**src/rtl/comm_pkg.sv**
```systemverilog
// comm_pkg: shared types and defaults for the communication_send/communication_receive pair.
package comm_pkg;

   typedef enum logic [1:0] {IDLE, SHIFT, DONE, WAIT_END} comm_rx_state_t;

   localparam int COMM_DATA_W      = 8;
   localparam int COMM_SYNC_STAGES = 2;

endpackage

```
**src/rtl/comm_sync.sv**
```systemverilog
// comm_sync: N-stage flip-flop synchroniser for a single asynchronous bit.
module comm_sync #(
   parameter int N = 2
) (
   input  logic clk,
   input  logic rst_n,
   input  logic d,
   output logic q
);

   logic [N-1:0] r;

   always_ff @(posedge clk or negedge rst_n)
      if (!rst_n) r <= '0;
      else        r <= {r[N-2:0], d};

   assign q = r[N-1];

endmodule

```
**src/rtl/communication_receive.sv**
```systemverilog
// communication_receive: serial MSB-first frame receiver with level acknowledge.
// Define COMM_RX_PARITY_EN to expect a trailing even-parity bit after the data.
module communication_receive
   import comm_pkg::*;
#(
   parameter int DATA_W      = COMM_DATA_W,
   parameter int SYNC_STAGES = COMM_SYNC_STAGES
) (
   input  logic              clk1,
   input  logic              rst_n,
   input  logic              sd,
   input  logic              freq,
   input  logic              rec_en,
   output logic [DATA_W-1:0] rec_data,
   output logic              rec_valid,
   output logic              finish_rec,
   output logic              frame_err,
   output logic              parity_err
);

`ifdef COMM_RX_PARITY_EN
   localparam int FRAME_BITS = DATA_W + 1;
`else
   localparam int FRAME_BITS = DATA_W;
`endif
   localparam int CW = $clog2(DATA_W + 2);

   comm_rx_state_t state, state_nx;
   logic [CW-1:0] cnt, cnt_nx;
   logic [FRAME_BITS-1:0] shreg, shreg_nx;
   logic sd_s, freq_s, en_s, freq_q, freq_rise, abort, load, ok;

   comm_sync #(.N(SYNC_STAGES)) u_sd   (.clk(clk1), .rst_n(rst_n), .d(sd),     .q(sd_s));
   comm_sync #(.N(SYNC_STAGES)) u_freq (.clk(clk1), .rst_n(rst_n), .d(freq),   .q(freq_s));
   comm_sync #(.N(SYNC_STAGES)) u_en   (.clk(clk1), .rst_n(rst_n), .d(rec_en), .q(en_s));

   assign freq_rise = freq_s & ~freq_q;

   // An enable drop takes priority over a coincident bit strobe.
   always_comb begin
      state_nx = state;
      cnt_nx   = cnt;
      shreg_nx = shreg;
      abort    = 1'b0;
      case (state)
         IDLE: if (en_s) begin
            state_nx = SHIFT;
            cnt_nx   = '0;
            shreg_nx = '0;
         end
         SHIFT: if (!en_s) begin
            state_nx = IDLE;
            abort    = 1'b1;
         end else if (freq_rise) begin
            shreg_nx = {shreg[FRAME_BITS-2:0], sd_s};
            cnt_nx   = cnt + 1'b1;
            if (cnt_nx == CW'(FRAME_BITS)) state_nx = DONE;
         end
         DONE:    state_nx = WAIT_END;
         default: if (!en_s) state_nx = IDLE;
      endcase
   end

   // Outputs are registered on the transition so they line up with the DONE cycle.
   assign load = (state == SHIFT) && (state_nx == DONE);

`ifdef COMM_RX_PARITY_EN
   assign ok = ~^shreg_nx;

   always_ff @(posedge clk1 or negedge rst_n)
      if (!rst_n) parity_err <= 1'b0;
      else        parity_err <= load & ~ok;
`else
   assign ok         = 1'b1;
   assign parity_err = 1'b0;
`endif

   always_ff @(posedge clk1 or negedge rst_n)
      if (!rst_n) begin
         state      <= IDLE;
         cnt        <= '0;
         shreg      <= '0;
         freq_q     <= 1'b0;
         rec_data   <= '0;
         rec_valid  <= 1'b0;
         finish_rec <= 1'b0;
         frame_err  <= 1'b0;
      end else begin
         state      <= state_nx;
         cnt        <= cnt_nx;
         shreg      <= shreg_nx;
         freq_q     <= freq_s;
         rec_valid  <= load & ok;
         if (load & ok) rec_data <= shreg_nx[FRAME_BITS-1 -: DATA_W];
         finish_rec <= (state_nx == DONE) || (state_nx == WAIT_END);
         frame_err  <= abort;
      end

endmodule

```
**config.mk**
```make
export PLATFORM = sky130hd
export DESIGN_NAME = communication_receive
export DESIGN_NICKNAME = d
export VERILOG_FILES = /design/src/rtl/comm_pkg.sv /design/src/rtl/comm_sync.sv /design/src/rtl/communication_receive.sv
export SDC_FILE = /design/constraint.sdc
export NUM_CORES = 1
export LEC_CHECK = 0
export CORE_AREA = 3 3 77 79
export DETAILED_ROUTE_END_ITERATION = 12
export DIE_AREA = 0 0 80 82
export DONT_BUFFER_PORTS = 1
export SYNTH_ARGS = -nofsm -noshare
export SYNTH_HDL_FRONTEND = slang
export SYNTH_SLANG_ARGS = --single-unit
```
**constraint.sdc**
```tcl
create_clock -name clk1 -period 3.35 [get_ports clk1]
set_input_delay 0.335 -clock clk1 [delete_from_list [all_inputs] [get_ports clk1]]
set_output_delay 0.335 -clock clk1 [all_outputs]
set_load 0.1 [all_outputs]
```
==> results of run 1 <==
[sequential cells by signal, summed over array words and instances (netlist names)]
register and flops:
state 2, cnt 4, u_sd.r 2, rec_valid 1
u_freq.r 2, frame_err 1, freq_q 1, shreg 8
u_en.r 2, finish_rec 1, rec_data 8
[through the flow]
step / std cells / utilization / setup slack [ns]
3_5_place_dp: 154 / 0.234 / 1.56
4_1_cts: 164 / 0.256 / 1.53
3_3_place_gp: 154 / 0.234 / 1.63
2_1_floorplan: 85 / - / 1.76
5_1_grt: 164 / 0.256 / 1.39
6_report: 164 / 0.256 / 1.56
[where the power goes]
group          switching (µW)  total (µW)  internal [µW]
Combinational            22.4        32.4           9.99
Clock                     125         292            167
Sequential               13.1         409            396
[path summary, 6_finish.rpt]
check | startpoint | depth (start not counted) | slack [ns] | end
max | cnt[0]$_DFFE_PN0P_ | 4 | 1.56 | rec_data[7]$_DFFE_PN0P_
min reg2reg | u_en.r[0]$_DFF_PN0_ | 0 | 0.34 | u_en.r[1]$_DFF_PN0_
max reg2reg | cnt[0]$_DFFE_PN0P_ | 4 | 1.56 | rec_data[7]$_DFFE_PN0P_
min | sd | 0 | 0.09 | u_sd.r[0]$_DFF_PN0_
max in group asynchronous | rst_n | 2 | 2.68 | freq_q$_DFF_PN0_
min in group asynchronous | rst_n | 2 | 0.50 | rec_data[3]$_DFFE_PN0P_
[routing by layer]
layer,up-vias,GRT usage,share of wire
li1,312,-,-
met2,19,0.112,0.48
met5,-,0,0
met4,0,0.0389,0.020
met3,8,0.0340,0.071
met1,342,0.0802,0.42
[logic make-up after synthesis]
family	after synthesis	share of synthesized area
DFF	32	0.672
AOI/OAI and AO/OA	21	0.122
and+or+nand+nor	16	0.0892
muxes	8	0.0756
buffers and inverters	5	0.0210
adders and majority gates	1	0.0105
other	1	0.00314
xor gates and xnor gates	1	0.00735
[worst max-delay path, cell delays in order, from the launching register on]
cell and delay, ns:
dfrtp_1 0.42, ha_1 0.22, nand4b_1 0.19, nor3_4 0.44
mux2_2 0.39
[cell type report]
class                   instances  share of cell area
multi-input cells              48               0.265
well taps                      72              0.0650
clock buffers                   8              0.0650
inverters                       2             0.00542
flip-flops and latches         32               0.578
repair buffers                  2              0.0217
[cell usage in the layout (no fill, tap or decap)]
cell           Yosys  final
a21bo_2            1      1
a21o_1             1      1
a21oi_1            6      6
a22o_1             8      8
and2b_1            1      1
and2b_4            1      1
and3_1             1      1
buf_12             0      1
clkbuf_1           0      2
clkbuf_8           0      6
conb_1             1      1
dfrtp_1           32     32
dlygate4sd3_1      0      1
ha_1               1      1
inv_1              2      2
mux2_2             8      8
nand2_1            4      4
nand2_2            1      1
nand3_1            2      2
nand3b_1           1      1
nand4b_1           1      1
nor2b_1            1      1
nor3_1             1      1
nor3_4             1      1
nor3b_1            1      1
o21ai_0            3      3
o21ai_1            1      1
o21bai_1           1      1
xor2_1             1      1
[Yosys cell counts, types with 2 or more instances]
master | n | area share
a21oi_1 | 6 | 0.025
nand2_1 | 4 | 0.013
buf_2 | 2 | 0.0084
o21ai_0 | 3 | 0.013
nand3_1 | 2 | 0.0084
a22o_1 | 8 | 0.059
inv_1 | 2 | 0.0063
mux2_2 | 8 | 0.076
dfrtp_1 | 32 | 0.67
[what timing repair did]
item                                    in CTS  in global routing
endpoints found under the hold margin       32                  0
endpoints found under the setup margin       0                  0
hold buffers                                 2                  0
buffers inserted                             0                  0
==> flow_summary_export.csv, run 1 <==
group,metric,value,unit
global_route,grt_use_total,0.0713,
sta,worst_pin_slew,0.935,ns
place,io_buffers,0,
sta,tns,0,ns
clock_network,clockBufferDepth,2,
floorplanning,die_x,80,µm
sta,setup_violations,0,
synthesis,ys_async_sr_fraction,1.00,
layout,final-seq-area,801,µm²
power,power_density,530,nW/µm²
clock_network,cts_tree,"yes",
setup_path,end_kind,"flip-flop",
layout,nNetsFinal,97,
synthesis,ys.warnings.count,0,
floorplanning,start_util,0.221,
floorplanning,num_io_pins,17,
route,drt-total-wl,2030,µm
setup_path,crit_arrival,1.94,ns
synthesis,synth_top_flop_cell,"dfrtp_1",
global_route,grt_pass1_vias,688,
place,dpl-instance-area,1260,µm²
floorplanning,die-height,82,µm
sta,slew_headroom,0.377,
synthesis,synth-seq-cells,32,
floorplanning,core,5410,µm²
layout,finish.instance_area,1390,µm²
sta,fin_crit_sh,0.534,
setup_path,critPathLaunchType,"flip-flop",
clock_network,clk_pin_slew,0.06,ns
clock_network,cts_resized,0,
route,drc,0,
sta,layout_min_cycle_time,1.79,ns
outcome,status,"complete, no violations",
route,wl_per_cell,12.4,µm
sta,final.setup_skew,0.00613,ns
synthesis,syn_area,1190,µm²
route,drt_iter0_markers,22,
power,vdd_ir_drop_max,0.244,mV
layout,area_growth,16.2,%
route,drtPass1Iterations,2,
route,via_per_inst,4.15,
run,cap_violations,0,
layout,nFillCells,576,
sta,grt_setup_unrepaired,"false",
layout,antenna_cells_inserted,0,
sta,max_clock_freq,559,MHz
synthesis,ys_seq_area_frac,0.672,
min_path,hp-class,"primary input to flip-flop",
floorplanning,die_area,6560,µm²
synthesis,syn_inst,85,
floorplanning,fp-row-count,27,
layout,drive_gt1_frac,0.207,
synthesis,syn_nets,91,
global_route,grt_max_degree,33,
clock_network,cts_buffers,5,
synthesis,ys_types,27,
synthesis,avgSynthCellArea,14.0,µm²
place,dp_hpwl,1420,µm
global_route,overflow,0,
power,power.total,734,µW
clock_network,clock_sinks,32,
power,power_leakage,0.000650,µW
sta,whs,0.0927,ns
route,antenna_left,0,
global_route,grt_pass1_wl,3500,µm
setup_path,required,3.51,ns
route,vias,681,
global_route,grt_antenna_before_repair,0,
layout,multi_input_area,367,µm²
setup_path,crit_type,"flip-flop to flip-flop",
place,place_congestion,0.726,
sta,hold_viol,0,
clock_network,clkLatencyLatePin,0.27,ns
clock_network,cts.htree.levels,2,
clock_network,cts_root_buffer,"clkbuf_8",
synthesis,synth_edf_count,0,
setup_path,path_max_fanout,9,
sta,finalMaxSlewViolations,0,
No activity file was read; power rests on OpenSTA's default activity.
==> run 2: changes to the inputs <==
==> constraint.sdc (replaced) <==
create_clock -name clk1 -period 1.55 [get_ports clk1]
set_input_delay 0.155 -clock clk1 [delete_from_list [all_inputs] [get_ports clk1]]
set_output_delay 0.155 -clock clk1 [all_outputs]
set_load 0.1 [all_outputs]
==> run 2 against run 1 <==
The run now ends with setup timing left. Design area up 16%. Die area unchanged. Sequential share of layout area down 7.9 points. Sequential power up 110%. Flip-flop and latch count unchanged. Largest power group unchanged.
==> flow_summary_export.csv, run 2 (synthesized netlist as in run 1, its figures left out) <==
group,metric,value,unit
setup_path,cpPeakStageDelay,0.37,ns
global_route,overflow,0,
clock_network,clk_pin_slew,0.06,ns
power,power_leakage,0.000771,µW
layout,nNetsFinal,120,
clock_network,cts_buffers,5,
layout,final_common_cell,"dfrtp_1",
sta,tns,-0.229,ns
global_route,grt_max_degree,33,
place,dpl-instance-area,1390,µm²
clock_network,clockBufferDepth,2,
setup_path,cp_cell_sequence,"ha_2, nand4b_1, nor3_4, buf_4, mux2_2",
floorplanning,die_area,6560,µm²
global_route,grt_pass1_wl,3680,µm
setup_path,path_max_fanout,3,
sta,grt_setup_unrepaired,"true",
floorplanning,start_util,0.221,
sta,fin_crit_sh,1.03,
sta,max_clock_freq,628,MHz
floorplanning,fp-row-count,27,
run,cap_violations,0,
setup_path,required,1.71,ns
route,wl_per_cell,11.4,µm
setup_path,critPathLaunchType,"flip-flop",
layout,finalNonFillerCells,187,
clock_network,cts.htree.levels,2,
power,power.total,1610,µW
layout,finish.instance_area,1610,µm²
setup_path,reg2reg_to,"rec_data[2]$_DFFE_PN0P_",
layout,area_growth,34.6,%
sta,layout_min_cycle_time,1.59,ns
floorplanning,die-height,82,µm
clock_network,cts_tree,"yes",
place,io_buffers,0,
sta,whs,0.314,ns
power,vdd_ir_drop_max,0.582,mV
route,vias,772,
setup_path,rr_worst_depth,5,
global_route,grt_use_total,0.0759,
place,place_inst,170,
setup_path,r2r_start,"cnt[0]$_DFFE_PN0P_",
min_path,hp-class,"primary input to asynchronous set/reset pin",
outcome,violations,"setup timing",
layout,largest_registers,"rec_data x8, shreg x8, cnt x4",
layout,final_cell_mix,"32 x dfrtp_1, 19 x buf_4, 8 x a22o_1",
clock_network,cts_root_buffer,"clkbuf_8",
route,drtPass1Iterations,4,
setup_path,crit_arrival,1.75,ns
global_route,grt_antenna_before_repair,0,
sta,hold_viol,0,
route,drt-total-wl,2130,µm
layout,nFillCells,574,
setup_path,crit_start,"cnt[0]$_DFFE_PN0P_",
setup_path,reg2reg_slack,-0.04,ns
floorplanning,die_x,80,µm
route,drt_iter0_markers,26,
place,dp_hpwl,1510,µm
place,place_congestion,0.812,
sta,finalMaxSlewViolations,0,
layout,drive_gt1_frac,0.365,
outcome,status,"finished, violations left",
clock_network,clkLatencyLatePin,0.27,ns
sta,setup_violations,8,
clock_network,clock_sinks,32,
global_route,grt_pass1_vias,813,
route,drc,0,
floorplanning,num_io_pins,17,
setup_path,end_kind,"flip-flop",
layout,antenna_cells_inserted,0,
setup_path,crit_type,"flip-flop to flip-flop",
setup_path,slowest_stage,"dfrtp_1",
floorplanning,core,5410,µm²
sta,final.setup_skew,0.00176,ns
sta,layout_setup_ws,-0.0412,ns
power,power_density,1000,nW/µm²
route,via_per_inst,4.13,
route,antenna_left,0,
[run 2: changes by cell type in the layout (fill, tap and decap cells not counted)]
cell           previous run  this run
a21oi_1                   6         4
mux2_2                    8         3
a21oi_4                   0         1
ha_1                      1         0
buf_4                     0        19
dlygate4sd3_1             1         4
a21oi_2                   0         1
ha_2                      0         1
buf_6                     0         1
mux2_4                    0         5
[run 2: layout make-up]
class | instances | area, µm² | area share
clock buffers | 8 | 90.1 | 0.0561
well taps | 72 | 90.1 | 0.0561
flip-flops and latches | 32 | 801 | 0.499
multi-input cells | 48 | 403 | 0.251
inverters | 2 | 7.51 | 0.00468
repair buffers | 25 | 214 | 0.133
[run 2: routing by layer]
layer / GRT usage / vias to the layer above / wire length (µm)
met2: 0.131 / 19 / 1080
met3: 0.0318 / 7 / 111
met5: 0 / - / 0
li1: - / 356 / -
met1: 0.0799 / 390 / 897
met4: 0.0372 / 0 / 47
[run 2: worst max-delay path by stage]
stage	endpoint	slack, ns	cells past startpoint
after floorplan	rec_data[0]$_DFFE_PN0P_	-0.04	4
after global placement	rec_data[3]$_DFFE_PN0P_	-0.02	5
after detailed placement	rec_data[4]$_DFFE_PN0P_	-0.12	5
after CTS	rec_data[4]$_DFFE_PN0P_	-0.03	5
after global routing	rec_data[1]$_DFFE_PN0P_	-0.09	5
final	rec_data[2]$_DFFE_PN0P_	-0.04	5
[run 2: report_power, final]
part	switching, µW	internal, µW
Sequential	13.9	857
Combinational	70.3	42.1
Clock	262	361
Total	346	1260
[run 2: per-stage QoR]
stage	util	setup slack, ns
after floorplan	-	-0.0356
after global placement	0.256	-0.0195
after detailed placement	0.256	-0.124
after CTS	0.291	-0.0269
after global routing	0.297	-0.0879
final	0.297	-0.0412
[run 2: worst max-delay path: cells and delay by family, from the launching register on]
kind | cells | cell delay [ns]
flip-flops | 1 | 0.37
multiplexers | 1 | 0.32
adder cells (fa/ha/maj) | 1 | 0.20
AND/OR/NAND/NOR | 2 | 0.42
buffers and inverters | 1 | 0.16
[run 2: repair_timing]
item	in CTS	in global routing
gates resized for setup	2	8
buffers inserted	4	0
pin swaps	3	2
endpoints found under the setup margin	8	10
hold buffers	5	0
hold endpoints to repair	35	0
==> run 3: changes to the inputs <==
--- a/config.mk
+++ b/config.mk
@@ -9,6 +9,7 @@
 export DETAILED_ROUTE_END_ITERATION = 12
 export DIE_AREA = 0 0 80 82
 export DONT_BUFFER_PORTS = 1
+export PLACE_DENSITY = 0.34
 export SYNTH_ARGS = -nofsm -noshare
 export SYNTH_HDL_FRONTEND = slang
 export SYNTH_SLANG_ARGS = --single-unit
==> run 3 against run 2 <==
The run still ends with setup timing left. Clock power rose by 9.1%. Cell count fell by 0.53%. Register-to-register slack better by 0.03 ns. Clock skew grew 0.00078 ns. Via count fell by 6.0%. Core utilization shrank 0.25 points. Combinational power rose by 4%. Global-route usage increased by 0.27 points. First-iteration DRC count rose by 35%. Sequential share of layout area is 0.43 points higher. Flip-flop and latch count stayed put. Non-clock buffer count is the same. Critical path type unchanged. Largest power group unchanged.
==> flow_summary_export.csv, run 3 (synthesized netlist as in run 1, its figures left out) <==
group,metric,value,unit
power,p_clk_frac,0.408,
layout,largest_registers,"rec_data x8, shreg x8, cnt x4",
power,power.net_switching,370,µW
route,drtPass1Iterations,4,
clock_network,cts_tree,"yes",
floorplanning,die-height,82,µm
setup_path,end_kind,"flip-flop",
layout,final_cell_mix,"32 x dfrtp_1, 19 x buf_4, 8 x a22o_1, 8 x mux2_2, 7 x clkbuf_8",
place,dp_hpwl,1520,µm
global_route,grt_max_degree,33,
global_route,grt_use_total,0.0786,
power,power_leakage,0.000781,µW
sta,layout_min_cycle_time,1.56,ns
sta,whs,0.325,ns
sta,grt_setup_unrepaired,"true",
power,power_density,1050,nW/µm²
layout,final_common_cell,"dfrtp_1",
sta,fin_crit_sh,1.00,
setup_path,crit_arrival,1.72,ns
sta,finalMaxSlewViolations,0,
place,io_buffers,0,
place,place_congestion,0.714,
layout,finish.instance_area,1590,µm²
clock_network,clockBufferDepth,2,
sta,tns,-0.0127,ns
clock_network,cts_buffers,5,
route,drt_iter0_markers,35,
power,vdd_ir_drop_max,0.505,mV
place,preCtsSetupSlack,-0.119,ns
clock_network,cts.htree.levels,2,
route,antenna_left,0,
setup_path,critPathLaunchType,"flip-flop",
route,via_per_inst,3.90,
setup_path,required,1.71,ns
clock_network,cts_root_buffer,"clkbuf_8",
min_path,hp-class,"primary input to asynchronous set/reset pin",
floorplanning,fp-row-count,27,
route,wl_per_cell,11.7,µm
outcome,status,"finished, violations left",
layout,nNetsFinal,120,
layout,drive_gt1_frac,0.360,
floorplanning,num_io_pins,17,
floorplanning,die_area,6560,µm²
clock_network,clkLatencyLatePin,0.28,ns
layout,area_growth,33.5,%
sta,max_clock_freq,642,MHz
power,swShare,0.222,
outcome,violations,"setup timing",
floorplanning,start_util,0.221,
layout,antenna_cells_inserted,0,
route,drc,0,
sta,setup_violations,6,
place,place_inst,173,
floorplanning,die_x,80,µm
clock_network,clock_sinks,32,
sta,final.setup_skew,0.00255,ns
layout,finalNonFillerCells,186,
place,dpl-instance-area,1420,µm²
power,p_int,1300,µW
sta,layout_setup_ws,-0.00654,ns
global_route,grt_pass1_vias,769,
power,p_comb_frac,0.070,
global_route,grt_antenna_before_repair,0,
clock_network,clk_pin_slew,0.06,ns
global_route,overflow,0,
route,drt-total-wl,2180,µm
floorplanning,core,5410,µm²
layout,nFillCells,581,
setup_path,crit_type,"flip-flop to flip-flop",
route,vias,726,
run,cap_violations,0,
power,pwr-share-seq,0.522,
setup_path,path_max_fanout,9,
global_route,grt_pass1_wl,3810,µm
sta,hold_viol,0,
-- run 3: worst paths after layout --
kind / startpoint / to / slack [ns] / cells past startpoint
hold reg to reg: u_freq.r[0]$_DFF_PN0_ / u_freq.r[1]$_DFF_PN0_ / 0.35 / 0
max in group asynchronous: rst_n / u_sd.r[1]$_DFF_PN0_ / 1.05 / 2
min in group clk1: u_freq.r[0]$_DFF_PN0_ / u_freq.r[1]$_DFF_PN0_ / 0.35 / 0
setup / recovery: state[1]$_DFF_PN0_ / rec_data[3]$_DFFE_PN0P_ / -0.007 / 5
hold / removal: rst_n / rec_data[7]$_DFFE_PN0P_ / 0.33 / 2
setup reg to reg: state[1]$_DFF_PN0_ / rec_data[3]$_DFFE_PN0P_ / -0.007 / 5
-- run 3: repair_timing --
item | CTS | global route
hold buffers | 5 | 0
buffers inserted | 1 | 0
pin swaps | 1 | 0
resized for setup | 1 | 1
hold endpoints to repair | 35 | 0
setup endpoints to repair | 8 | 9
-- run 3: power by group through the flow --
stage	logic [µW]	clock network (µW)	registers (µW)
global placement	80.3	0	886
CTS	120	711	869
finish	117	680	869
floorplan	44.4	0	895
detailed placement	80.9	0	887
global route	131	761	871
-- run 3: critical path, cell delays in order, from the launching register on --
cell and delay [ns]:
dfrtp_1 0.40, and2b_4 0.29, nand2_4 0.06, nor3_4 0.21, buf_12 0.15, mux2_2 0.33
-- run 3: per-stage QoR --
stage,power [µW],utilization
floorplan,939,-
global placement,966,0.263
detailed placement,968,0.263
CTS,1700,0.294
global route,1760,0.294
finish,1670,0.294
-- run 3: cell type report --
class,instances,area [µm²],area share
multi-input cells,48,374,0.235
inverters,2,7.51,0.00472
clock buffers,7,96.3,0.0605
repair buffers,25,223,0.140
flip-flops and latches,32,801,0.503
well taps,72,90.1,0.0566
-- run 3: layer usage --
metal	vias up	global-route usage	wire length, µm
met2	12	0.119	1050
met1	353	0.0954	993
met4	0	0.0456	58
met5	-	0	0
met3	5	0.0296	74
li1	356	-	-
